### config.mk
export PLATFORM = sky130hd
export DESIGN_NAME = gs_frame_rx
export DESIGN_NICKNAME = d
export VERILOG_FILES = /design/src/rtl/gs_pkg.sv /design/src/rtl/gs_strobe_delay.sv /design/src/rtl/gs_frame_rx.sv
export SDC_FILE = /design/constraint.sdc
export NUM_CORES = 1
export LEC_CHECK = 0
export ABC_CLOCK_PERIOD_IN_PS = 5590
export BUFFER_PORTS_ARGS = -buffer_cell sky130_fd_sc_hd__buf_2
export CORE_MARGIN = 3
export CORE_UTILIZATION = 30
export CTS_BUF_LIST = sky130_fd_sc_hd__clkbuf_2
export DETAILED_ROUTE_END_ITERATION = 10
export RECOVER_POWER = 25
export REMOVE_ABC_BUFFERS = 1
export SYNTH_ARGS = -nofsm -noshare
export SYNTH_HDL_FRONTEND = slang
export SYNTH_SLANG_ARGS = --single-unit
### constraint.sdc
create_clock -name clk -period 5.59 [get_ports clk]
set_input_delay 0.2795 -clock clk [delete_from_list [all_inputs] [get_ports clk]]
set_output_delay 0.2795 -clock clk [all_outputs]
set_load 0.01 [all_outputs]
### src/rtl/gs_pkg.sv
// Shared types and frame geometry for the game-state frame receiver.
package gs_pkg;

  localparam int FRAME_BYTES = 16;
  localparam int BOARD_W     = 8;
  localparam int BOARD_H     = 16;
  localparam int FRAME_W     = FRAME_BYTES * BOARD_W;

  typedef enum logic [2:0] {
    ST_IDLE,
    ST_FETCH,
    ST_DRAIN,
    ST_COMMIT,
    ST_GAP
  } gs_state_e;

endpackage

### src/rtl/gs_strobe_delay.sv
// Delays the read strobe by DATA_LAT cycles so capture lines up with the byte on gs_in.
module gs_strobe_delay #(
  parameter int DATA_LAT = 1
) (
  input  logic clk,
  input  logic reset,
  input  logic strobe_i,
  output logic cap_en_o
);

  logic [DATA_LAT-1:0] dly_q;

  always_ff @(posedge clk) begin
    if (reset) begin
      dly_q <= '0;
    end else begin
      dly_q[0] <= strobe_i;
      for (int i = 1; i < DATA_LAT; i++) dly_q[i] <= dly_q[i-1];
    end
  end

  assign cap_en_o = dly_q[DATA_LAT-1];

endmodule

### src/rtl/gs_frame_rx.sv
// Fetches 16-byte game-state frames from the chip into a shadow buffer and
// commits them atomically to a front buffer, single-shot or on a fixed gap.
module gs_frame_rx
  import gs_pkg::*;
#(
  parameter int GAP_CYCLES = 1000,
  parameter int DATA_LAT   = 1
) (
  input  logic               clk,
  input  logic               reset,
  input  logic               start,
  input  logic               auto_en,
  input  logic [7:0]         gs_in,
  input  logic [3:0]         row_sel,
  output logic               read_gs,
  output logic               busy,
  output logic               frame_valid,
  output logic               frame_changed,
  output logic [15:0]        frame_count,
  output logic [7:0]         row_data,
  output logic [FRAME_W-1:0] frame_out
);

  localparam logic [15:0] GAP_W = 16'(GAP_CYCLES);

  gs_state_e          state_q, state_d;
  logic [3:0]         strb_cnt_q, strb_cnt_d;
  logic [15:0]        gap_cnt_q, gap_cnt_d;
  logic [3:0]         cap_idx_q;
  logic [15:0]        frame_count_q;
  logic [FRAME_W-1:0] shadow_q, front_q;
  logic               cap_en;

  gs_strobe_delay #(.DATA_LAT(DATA_LAT)) u_dly (
    .clk      (clk),
    .reset    (reset),
    .strobe_i (read_gs),
    .cap_en_o (cap_en)
  );

  always_comb begin
    state_d    = state_q;
    strb_cnt_d = strb_cnt_q;
    gap_cnt_d  = gap_cnt_q;
    read_gs    = 1'b0;
    case (state_q)
      ST_IDLE: begin
        strb_cnt_d = 4'd0;
        if (start || auto_en) state_d = ST_FETCH;
      end
      ST_FETCH: begin
        read_gs    = 1'b1;
        strb_cnt_d = strb_cnt_q + 4'd1;
        if (strb_cnt_q == 4'd15) state_d = ST_DRAIN;
      end
      // Wait out the data latency until the last byte lands in the shadow.
      ST_DRAIN: begin
        if (cap_en && cap_idx_q == 4'd15) state_d = ST_COMMIT;
      end
      ST_COMMIT: begin
        gap_cnt_d = 16'd0;
        if (!auto_en)          state_d = ST_IDLE;
        else if (GAP_W == '0)  state_d = ST_FETCH;
        else                   state_d = ST_GAP;
      end
      ST_GAP: begin
        gap_cnt_d = gap_cnt_q + 16'd1;
        if (gap_cnt_q + 16'd1 == GAP_W) state_d = auto_en ? ST_FETCH : ST_IDLE;
      end
      default: state_d = ST_IDLE;
    endcase
  end

  always_ff @(posedge clk) begin
    if (reset) begin
      state_q       <= ST_IDLE;
      strb_cnt_q    <= '0;
      gap_cnt_q     <= '0;
      cap_idx_q     <= '0;
      frame_count_q <= '0;
      shadow_q      <= '0;
      front_q       <= '0;
    end else begin
      state_q    <= state_d;
      strb_cnt_q <= strb_cnt_d;
      gap_cnt_q  <= gap_cnt_d;
      if (cap_en) begin
        shadow_q[{cap_idx_q, 3'b000} +: BOARD_W] <= gs_in;
        cap_idx_q                                <= cap_idx_q + 4'd1;
      end
      if (state_q == ST_COMMIT) begin
        front_q       <= shadow_q;
        frame_count_q <= frame_count_q + 16'd1;
      end
    end
  end

  assign busy          = (state_q != ST_IDLE);
  assign frame_valid   = (state_q == ST_COMMIT);
  assign frame_changed = (state_q == ST_COMMIT) && (shadow_q != front_q);
  assign frame_count   = frame_count_q;
  assign frame_out     = front_q;
  assign row_data      = front_q[{row_sel, 3'b000} +: BOARD_W];

endmodule

# ---- Word level (Yosys, flattened, before mapping)
# Index checks and enable logic that the tools add are counted.
dict set report word_totals {
  regBits 300
  mem_count 0
  out_inout_bits 156
  latch_bits 0
  rom_bits 0
  ram_bits 0
}
dict set report classes {
  n_bitwise 0
  n_mul 0
  n_lt_le_gt_ge 0
  n_reduce_logical 8
  n_div 0
  n_eq_ne 12
  n_mux 11
  n_addsub 5
  shift 3
}
# cell n
set op_table {}
lappend op_table {{$bwmux W128} 1}
lappend op_table {{$ne A128 B128 Y1} 1}
lappend op_table {{$shift A8 B9 Y128 const A} 1}
lappend op_table {{$shiftx A128 B8 Y8} 1}
lappend op_table {{$shiftx A8 B9 Y128} 1}
lappend op_table {{$add A16 B1 Y16 const B} 2}
lappend op_table {{$pmux W16 S2} 1}
lappend op_table {{$eq A16 B10 Y1 const B} 1}
lappend op_table {{$mux W3} 5}
lappend op_table {{$pmux W3 S5} 1}
lappend op_table {{$neg A7 Y9} 1}
lappend op_table {{$add A4 B1 Y4 const B} 2}
lappend op_table {{$eq A4 B4 Y1 const B} 2}
lappend op_table {{$ne A2 B2 Y1 const B} 4}
lappend op_table {{$pmux W4 S2} 1}
lappend op_table {{$eq A3 B2 Y1 const B} 2}
lappend op_table {{$reduce_and A4 Y1} 1}
lappend op_table {{$reduce_bool A2 Y1} 2}
lappend op_table {{$eq A3 B1 Y1 const B} 1}
lappend op_table {{$eq A3 B3 Y1 const B} 1}
lappend op_table {{$logic_not A3 Y1} 1}
lappend op_table {{$reduce_bool A3 Y1} 1}
lappend op_table {{$logic_and A1 B1 Y1} 2}
lappend op_table {{$mux W1} 2}
lappend op_table {{$logic_or A1 B1 Y1} 1}

# ---- Depth between registers and ports, before layout
dict set report logic_depth {
  ltp_word 4
  ltp_mapped 10
  mapped_depth_nobuf 8
}

# ---- Hierarchy
# From an unflattened synthesis, not the netlist that was laid out.
dict set report hier_totals {
  hier_cells 1543
  area_unflattened_um2 13927.1
}
# mod cells_each instances area_each_um2
set modules_own_cells {}
lappend modules_own_cells {gs_frame_rx 1541 1 13893.3}
lappend modules_own_cells {gs_strobe_delay 2 1 33.8}

# ---- Worst setup path after synthesis
# OpenSTA, ideal clock, no wires.
dict set report synth_path {
  path_type {register to register}
  from {register cap_idx_q[0]}
  to {register shadow_q[16]}
  path_slack_ps 3530
  stages_incl_launch_ff 10
  n_path_buf 1
  arrival_ps 1933
  setup_time_ps 128
  cell_sequence {dfxtp_1 -> inv_1 -> ha_1 -> or2_2 -> o21ai_0 -> nand2_1 -> or2_1 -> buf_2 -> mux2i_1 -> nor2_1}
}
dict set report synth_via {
  elab_chain_len 3
  elab_cells_between_ends 4
}
# item line
set synth_rtl {}
lappend synth_rtl {{start: declaration} gs_frame_rx.sv:29} ;# logic [3:0] cap_idx_q;
lappend synth_rtl {{start signal: assignment} gs_frame_rx.sv:89} ;# cap_idx_q <= cap_idx_q + 4'd1;
lappend synth_rtl {{$neg A7 Y9 *} gs_frame_rx.sv:88} ;# shadow_q[{cap_idx_q, 3'b000} +: BOARD_W] <= gs_in;
lappend synth_rtl {{$shiftx A8 B9 Y128 or $shift A8 B9 Y128 (tied branches)} gs_frame_rx.sv:88}
lappend synth_rtl {{$bwmux W128 *} gs_frame_rx.sv:88}
lappend synth_rtl {{end signal: indexed assignment} gs_frame_rx.sv:88}
lappend synth_rtl {{end: declaration} gs_frame_rx.sv:31} ;# logic [FRAME_W-1:0] shadow_q, front_q;
# Every way passes the cells marked *; elsewhere a longest branch is shown, timed or not.
# A chain may end at the register's enable or synchronous reset.

# ---- Worst setup path after layout
dict set report layout_path {
  from {register front_q[26], in the netlist frame_out[26]}
  to {output port frame_changed}
}
dict set report layout_via {
  elab_chain_len 2
}
# item line
set layout_rtl {}
lappend layout_rtl {{start: declaration} gs_frame_rx.sv:31}
lappend layout_rtl {{start signal: assignment} gs_frame_rx.sv:92} ;# front_q <= shadow_q;
lappend layout_rtl {{$ne A128 B128 Y1} gs_frame_rx.sv:100} ;# assign frame_changed = (state_q == ST_COMMIT) && (shadow_q != front_q);
lappend layout_rtl {{$logic_and A1 B1 Y1} gs_frame_rx.sv:100}
lappend layout_rtl {{end: declaration} gs_frame_rx.sv:18} ;# output logic frame_changed,
# No other way between the ends.

==> flow_summary.yaml <==
critical_path:
  crit_slowest_cell: "nor4_1"
  crit_arrival_ns: 3.50
  cp-end-kind: "output pin"
  worst-path-buf-inv: 1
  timing.rr.end: "shadow_q[114]"
  cp_data_required_time_ns: 5.31
  critical-path-max-stage-delay_ns: 0.76
  crit_fanout: 4
  cp-start-kind: "flop"
  path_class: "flop to output pin"
  timing.rr.start: "cap_idx_q[0]"
  reg2reg_slack_ns: 1.86
  critical_path.top_delay_family: "simple AND/OR/NAND/NOR gates"
  worstPathCellList: "xnor2_1 > nand4_1 > nor4_1 > nand4_1 > nor4_1 > a21oi_1 > buf_2"
  r2r_cells: 8
logic_synthesis:
  syn_area_per_cell_sq_um: 8.761
  syn_area_sq_mm: 0.01397
  ys_top_cells_by_area: "dfxtp_1, nand2_1, mux2i_1, a21oi_1, mux4_2"
  synth_top_area_share_pct: 42.98
  synth-seq-cells: 300
  async_reset_ff_share_pct: 0
  synth-warning-count: 0
  synth_top_area_cell: "dfxtp_1"
  yosysSeqAreaShare_pct: 42.98
  synth_cells: 1595
  synth_enable_flop_cells: 0
  ys.flop_type: "dfxtp_1"
  synth.distinct_cells: 62
sta:
  max_freq_mhz: 264.6
  setup_violations: 0
  finalSetupTns_ns: 0
  skew_ns: 0.07489
  final-hold-violation-count: 0
  min_period_ns: 3.779
  min_period_over_period_pct: 67.60
  tightest_slew_ns: 2.901
  maxSlewViolCount: 134
  max_slew_margin_pct: -93.41
  rsz0062_at_grt: "false"
clocking:
  clkLatencyLatePin_ns: 0.91
  ctsResizeCount: 0
  root_buffer: "clkbuf_2"
  cts_buffer_depth: 3
  numCtsBuffers: 77
  htreeDepth: 3
  path_clk_slew_ns: 0.11
  tritoncts: "done"
  clock_sinks: 300
floorplan:
  die_h_um: 221.8
  rows: 78
  initial_utilization_pct: 30.59
  core-area_sq_mm: 0.04567
  die_w_um: 221.8
  ioPinCount: 172
  dieArea_sq_mm: 0.04920
place:
  hpwl_um: 33920
  gp_congestion: 0.8829
  portBuffers: 171
  placed_cell_area_sq_mm: 0.01515
route:
  num_vias: 12330
  drtPass1Iterations: 7
  drt_iter0_drc: 1156
  postRouteAntennaNets: 0
  vias_per_cell: 5.126
  drc: 0
  wl_um: 49170
  wl_per_cell_um: 20.45
hold_path:
  holdPathEnd: "shadow_q[1]"
  whs_path_depth: 4
  hold_path.class: "input pin to flop"
  min_from: "gs_in[1]"
global_routing:
  grt-ovfl-total: 0
  grt_first_pass_wirelength_um: 72390
  antenna_found_initial: 2
  grt_pass1_vias: 11620
  grt_max_degree: 134
  track_usage_pct: 19.14
power:
  power_density_mw_per_mm2: 251.3
  peakVddDrop_mv: 0.1013
  cellLeakagePower_nw: 6.425
final_layout:
  syn_to_final_growth_pct: 13.10
  layout_common_cells: "nand2_1, dfxtp_1, nor2_1"
  design_area_sq_mm: 0.01580
  final_common_cell: "nand2_1"
  drive_gt1_share_pct: 13.91
  final_nets: 1782
job:
  drv_cap: 1
run_status:
  violations: "capacitance limit, slew limit"
  outcome: "finished, violations left"
tightest hold or removal path, delay by kind of cell:
family        cells  cell delay [ns]
buf+inv           2             0.74
mux               1             0.15
simple gates      1             0.05
cell families after synthesis:
logic type,Yosys count,synth area share (%)
compound gates,236,9.133
xor+xnor,140,8.829
fa+ha+maj,8,0.7164
buf+inv,123,3.931
flops,300,42.98
mux,144,13.90
simple gates,644,20.51
cells in the mapped netlist, types with 21 or more instances:
cell type,instances
nand2_1,307
dfxtp_1,300
nor2_1,183
a21oi_1,180
mux2i_1,104
xnor2_1,79
clkbuf_1,71
xor2_1,60
mux4_2,40
nand4_1,26
nand3_1,25
nor4_1,21
metal layers:
metal  GRT usage, %  wire, um  share of wire, %  up-vias
li1               -         -                 -     5791
met1          24.17     20340                41     5896
met2          29.40     21930                45      531
met3          6.567      4768               9.7      109
met4          9.020      2136               4.3        0
met5              0         0                 0        -
per-stage QoR:
stage / hold slack, ns / worst slack (ns) / utilization [%] / cells / power [mW]
after global routing: 0.3411 / 1.596 / 34.60 / 2405 / 4.141
after detailed placement: 0.4455 / 2.537 / 33.18 / 2265 / 2.531
after floorplan: 0.3486 / -0.1949 / - / 1487 / 2.383
final: 0.3582 / 1.811 / 34.60 / 2405 / 3.971
after global placement: 0.4357 / 2.581 / 33.18 / 2265 / 2.527
after CTS: 0.2895 / 1.929 / 34.91 / 2404 / 4.003
report_power, final:
group          switching, mW  total [mW]  internal (mW)
Clock                  0.905        1.48          0.574
Combinational          0.204       0.303         0.0999
Sequential            0.0351        2.19           2.15
repair_timing:
action | CTS | global route
setup endpoints to repair | 0 | 0
endpoints found under the hold margin | 181 | 0
hold buffers | 14 | 0
setup buffers | 0 | 0
worst max path at each step:
stage                   from              end  slack (ns)  cells after the start
2_1_floorplan     state_q[0]  frame_count[13]       -0.19                      7
3_3_place_gp    cap_idx_q[0]     shadow_q[51]        2.58                      7
3_5_place_dp    cap_idx_q[0]     shadow_q[55]        2.54                      7
4_1_cts        frame_out[26]    frame_changed        1.93                      7
5_1_grt                reset    shadow_q[113]        1.60                      4
6_report       frame_out[26]    frame_changed        1.81                      7
state kept, by name, summed over array words and instances (netlist names):
signal	flops
state_q	3
cap_idx_q	4
frame_out	128
gap_cnt_q	16
shadow_q	128
u_dly.cap_en_o	1
strb_cnt_q	4
frame_count	16
area by class of cell:
| type | count | area (sq um) |
|---|---|---|
| Clock inverter | 13 | 90.09 |
| Timing Repair Buffer | 192 | 914.6 |
| Fill cell | 4857 | 29870 |
| Sequential cell | 300 | 6006 |
| Tap cell | 600 | 750.7 |
| Antenna cell | 1 | 2.502 |
| Clock buffer | 112 | 560.5 |
| Inverter | 15 | 58.81 |
| Multi-Input combinational cell | 1172 | 7421 |
Power figures use the tool's default switching activity.
